==> config.mk <==
export PLATFORM = sky130hd
export DESIGN_NAME = serial_addsub_ctrl
export DESIGN_NICKNAME = d
export VERILOG_FILES = /design/src/rtl/serial_addsub_pkg.sv /design/src/rtl/serial_addsub_ctrl_full_adder.sv /design/src/rtl/serial_addsub_ctrl.sv
export SDC_FILE = /design/constraint.sdc
export NUM_CORES = 1
export LEC_CHECK = 0
export ABC_CLOCK_PERIOD_IN_PS = 2300
export CAP_MARGIN = 0
export CORE_AREA = 3 3 69 103
export DETAILED_ROUTE_END_ITERATION = 8
export DIE_AREA = 0 0 72 106
export SETUP_SLACK_MARGIN = 0.4
export SLEW_MARGIN = 30
export SYNTH_ARGS = -nofsm -noshare
export SYNTH_HDL_FRONTEND = slang
export SYNTH_SLANG_ARGS = --single-unit
==> constraint.sdc <==
create_clock -name clk -period 2.3 [get_ports clk]
set_clock_uncertainty 0.15 [all_clocks]
set_input_delay 0.345 -clock clk [delete_from_list [all_inputs] [get_ports clk]]
set_output_delay 0.345 -clock clk [all_outputs]
set_load 0.01 [all_outputs]
==> src/rtl/serial_addsub_pkg.sv <==
// Shared types for the bit-serial adder/subtractor controller:
// FSM state encoding and operation select values.
package serial_addsub_pkg;

    typedef enum logic [1:0] {
        IDLE = 2'd0,
        RUN  = 2'd1,
        DONE = 2'd2
    } state_t;

    localparam logic OP_ADD = 1'b0;
    localparam logic OP_SUB = 1'b1;

endpackage

==> src/rtl/serial_addsub_ctrl_full_adder.sv <==
// One-bit full adder; the only arithmetic cell of the serial datapath.
module full_adder (
    input  logic a,
    input  logic b,
    input  logic cin,
    output logic s,
    output logic c
);

    assign s = a ^ b ^ cin;
    assign c = (a & b) | (cin & (a ^ b));

endmodule

==> src/rtl/serial_addsub_ctrl.sv <==
// Bit-serial add/sub controller: one full_adder time-shared over WIDTH cycles, LSB first.
// Optional zero flag output enabled by macro SERIAL_ADDSUB_ZFLAG_EN.
//
// state | meaning
// IDLE  | waiting for start; operands captured on the start edge
// RUN   | one operand bit pair processed per cycle
// DONE  | one-cycle completion; result/flags already updated
module serial_addsub_ctrl
    import serial_addsub_pkg::*;
#(
    parameter  int WIDTH = 8,
    localparam int CNT_W = $clog2(WIDTH)
) (
    input  logic             clk,
    input  logic             rst_n,
    input  logic             start,
    input  logic             sub,
    input  logic [WIDTH-1:0] op_a,
    input  logic [WIDTH-1:0] op_b,
    output logic             busy,
    output logic             done,
    output logic [WIDTH-1:0] result,
    output logic             cout,
    output logic             ovf
`ifdef SERIAL_ADDSUB_ZFLAG_EN
    ,
    output logic             zero
`endif
);

    localparam logic [CNT_W-1:0] LAST_BIT = CNT_W'(WIDTH - 1);

    state_t             r_state;
    logic [CNT_W-1:0]   r_cnt;
    logic [WIDTH-1:0]   r_a;
    logic [WIDTH-1:0]   r_b;
    // Holds the low WIDTH-1 sum bits; the final sum bit joins them at completion.
    logic [WIDTH-2:0]   r_acc;
    logic               r_carry;
    logic               r_busy;
    logic               r_done;
    logic [WIDTH-1:0]   r_result;
    logic               r_cout;
    logic               r_ovf;
    logic               w_s;
    logic               w_c;
    logic [WIDTH-2:0]   w_acc_next;

    full_adder u_fa (
        .a   (r_a[0]),
        .b   (r_b[0]),
        .cin (r_carry),
        .s   (w_s),
        .c   (w_c)
    );

    assign w_acc_next = (r_acc >> 1) | ((WIDTH-1)'(w_s) << (WIDTH - 2));

`ifdef SERIAL_ADDSUB_ZFLAG_EN
    logic r_nz;
    logic r_zero;
    assign zero = r_zero;

    always_ff @(posedge clk or negedge rst_n) begin
        if (!rst_n) begin
            r_nz   <= 1'b0;
            r_zero <= 1'b0;
        end else if (r_state == IDLE && start) begin
            r_nz <= 1'b0;
        end else if (r_state == RUN) begin
            r_nz <= r_nz | w_s;
            if (r_cnt == LAST_BIT)
                r_zero <= ~(r_nz | w_s);
        end
    end
`endif

    always_ff @(posedge clk or negedge rst_n) begin
        if (!rst_n) begin
            r_state  <= IDLE;
            r_cnt    <= '0;
            r_a      <= '0;
            r_b      <= '0;
            r_acc    <= '0;
            r_carry  <= 1'b0;
            r_busy   <= 1'b0;
            r_done   <= 1'b0;
            r_result <= '0;
            r_cout   <= 1'b0;
            r_ovf    <= 1'b0;
        end else begin
            case (r_state)
                IDLE: begin
                    r_done <= 1'b0;
                    if (start) begin
                        r_a     <= op_a;
                        r_b     <= (sub == OP_SUB) ? ~op_b : op_b;
                        r_carry <= sub;
                        r_cnt   <= '0;
                        r_busy  <= 1'b1;
                        r_state <= RUN;
                    end
                end
                RUN: begin
                    r_a     <= r_a >> 1;
                    r_b     <= r_b >> 1;
                    r_acc   <= w_acc_next;
                    r_carry <= w_c;
                    r_cnt   <= r_cnt + 1'b1;
                    if (r_cnt == LAST_BIT) begin
                        // r_carry is the carry into the MSB on this edge
                        r_result <= {w_s, r_acc};
                        r_cout   <= w_c;
                        r_ovf    <= r_carry ^ w_c;
                        r_done   <= 1'b1;
                        r_state  <= DONE;
                    end
                end
                DONE: begin
                    r_done  <= 1'b0;
                    r_busy  <= 1'b0;
                    r_state <= IDLE;
                end
                default: begin
                    r_done  <= 1'b0;
                    r_busy  <= 1'b0;
                    r_state <= IDLE;
                end
            endcase
        end
    end

    assign busy   = r_busy;
    assign done   = r_done;
    assign result = r_result;
    assign cout   = r_cout;
    assign ovf    = r_ovf;

endmodule

==> results_dict.tcl <==
set metrics [dict create \
    io_buffers 31 \
    netlist_instances 155 \
    max_cap_violations 0 \
    synth-seq-cells 41 \
    die_x_um 72 \
    n_antenna_cell 0 \
    tns_ps 0 \
    startpoint "r_state[1]" \
    fin_crit_sh_pct 75.8 \
    hpwl_um 2550 \
    via_count 1274 \
    synth.avg_cell_area_um2 12.0 \
    setup_viol_count_final 0 \
    synth_area_um2 1860 \
    via_per_inst 4.83 \
    startpoint_type "flip-flop" \
    antenna_left 0 \
    path_buf_inv 0 \
    area_delta_synth_final_pct 26.6 \
    yosys.area.top_type "dfrtp_1" \
    syn_nets 178 \
    first_iter_violations 58 \
    yosysUniqueCellTypes 30 \
    core_area_um2 6260 \
    rows 35 \
    powerDensity_nw_per_um2 1220 \
    wirelength_um 3690 \
    period_minus_slack_ps 1740 \
    holdCritPathClass "reg2reg" \
    detail_route.wl_per_cell_um 14.0 \
    grt_max_degree 42 \
    leakage_nw 0.992 \
    cts_tree "done" \
    fmax_mhz 574 \
    cp.arrival_ps 1770 \
    die_area_um2 7630 \
    post_cts_buffers 0 \
    critical_path.max_stage_delay_ps 710 \
    htree_levels 2 \
    vdd_drop_max_v 0.000427 \
    cts_buffers 5 \
    antenna_found_initial 0 \
    cts.sinks 41 \
    grt_setup_unrepaired "no" \
    yosysTopAreaCellShare_pct 55.1 \
    rr_worst_depth 2 \
    synth.yosys.seq_area_share_pct 55.1 \
    globalRouteOverflowTotal 0 \
    criticalPathCategory "reg2reg" \
    critPathCapture "cout" \
    worstPathCellList "nand3b_2 -> mux2_2" \
    clock_latency_ps 300 \
    required_ps 2330 \
    drv_slew 0 \
    synth.area.top_cells "dfrtp_1 (55%), mux2_2 (10%), a22oi_1 (4.0%)" \
    drtPass1Iterations 4 \
    drive_above_1_share_pct 18.9 \
    finalNetCount 212 \
    r2r-end "cout" \
    crit_fanout 17 \
    final_cell_area_um2 2350 \
    endpoint_kind "flip-flop" \
    cp.depth 2 \
    grt_pass1_wl_um 6490 \
    fill_cells 608 \
    rr_startpoint "r_state[1]" \
    fp.dieH_um 106 \
    ios 32 \
    hold_viol_final 0 \
    drc 0 \
    critPathTopFamily "flip-flops" \
    start_util_pct 29.7 \
    status "finished clean" \
    grt_pass1_vias 1308 \
    ys_warn_count 0 \
    cpMaxStageDelayCell "dfrtp_1" \
    place_congestion 0.762 \
    tightest_slew_ps 566 \
    cts-root-buf "clkbuf_8" \
    grt_util_all_layers_pct 10.8 \
    max-slew-margin-rel_pct 62.2 \
    placed_area_um2 2230 \
    rrSetupSlack_ps 560 \
    clk_pin_slew_ps 90 \
    clk_path_buf_depth 2 \
]
[state kept, by name, indices dropped and copies added (netlist names), 2 cells and up]
register and count:
r_a 8, r_acc 7, r_b 8, r_cnt 3, r_state 2, result 8
[final cells by class]
cell class / instances / area (um2) / area share, %
Sequential cell: 41 / 1030 / 43.6
Multi-Input combinational cell: 101 / 753 / 32.0
Tap cell: 74 / 92.6 / 3.93
Inverter: 2 / 7.51 / 0.319
Clock buffer: 5 / 68.8 / 2.92
Clock inverter: 3 / 46.3 / 1.97
Timing Repair Buffer: 38 / 360 / 15.3
[cell usage in the layout, fill, tap and decap left out, types with 2 or more instances in the layout]
cell             synthesis  layout
dfrtp_1                 41      41
clkbuf_8                 0       5
buf_4                    1       6
nor2_1                   6       6
xnor2_1                  8       8
ha_1                     2       2
a22o_1                   2       2
inv_1                    2       2
nor2b_1                  8       8
mux2_2                  17      17
o21ai_0                 10      10
a22oi_1                 10      10
nand2_1                 14      14
o221ai_1                 3       3
a21oi_1                  8       8
clkdlybuf4s50_1          0      30
o211ai_1                 2       2
[repair_timing]
item                      4_1_cts  5_1_grt
resized for setup               0        0
hold buffers                    1        0
hold endpoints to repair       41        0
[power by group]
part	leakage, nW	switching [mW]	internal, mW
logic	0.421	0.424	0.611
registers	0.516	0.222	1.03
clock network	0.0543	0.260	0.325
[synth_stat cells]
cell and number:
ha_1 2, xnor2_1 8, o21bai_4 1, buf_6 3
o211ai_1 2, dfrtp_1 41, buf_4 1, xor2_1 1
nand2_1 14, o21ai_1 1, and2b_2 1, nor2b_1 8
a221o_2 1, nand3b_2 1, buf_2 3, a22o_1 2
o21ai_0 10, and2b_1 1, fa_1 1, or3b_1 1
clkbuf_1 2, o21a_1 1, nor2_1 6, clkbuf_2 2
inv_1 2, a21oi_1 8, mux2_2 17, o221ai_1 3
a221o_1 1, a22oi_1 10
[cells by family after synthesis]
logic type	Yosys count	synth area share [%]
buf+inv	13	4.37
mux	17	10.3
xor+xnor	9	4.24
compound gates	40	14.9
fa+ha+maj	3	2.42
simple gates	32	8.68
flops	41	55.1
[stage by stage]
step	total power, mW	hold slack, ps	utilization (%)	instances	setup slack [ps]
after global routing	3.10	376	37.6	264	449
after floorplan	1.92	-101	-	155	633
after CTS	2.92	352	37.6	264	554
after detailed placement	2.32	296	35.6	255	390
final	2.87	341	37.6	264	557
after global placement	2.29	297	35.6	255	423
[worst reg2reg max path: stages, from the launching register on]
cell and delay (ps):
dfrtp_1 710, nand3b_2 400, mux2_2 370
[metal layers]
layer  GRT usage, %  vias to the layer above  part of all wire [%]
li1               -                      610                     -
met1           13.4                      629                    42
met2           17.6                       29                    51
met3           2.37                        6                   3.9
met4           5.24                        0                   2.4
met5              0                        -                     0
[how the worst min path moves through the flow]
| stage | cells after the start | start | slack [ps] | end |
|---|---|---|---|---|
| after global routing | 2 | r_a[5] | 380 | r_a[5] |
| after floorplan | 0 | rst_n | -100 | busy |
| final | 2 | ovf | 340 | ovf |
| after detailed placement | 2 | rst_n | 300 | r_a[4] |
| after CTS | 2 | r_a[5] | 350 | r_a[5] |
| after global placement | 2 | rst_n | 300 | busy |
Power figures use the tool's default switching activity.
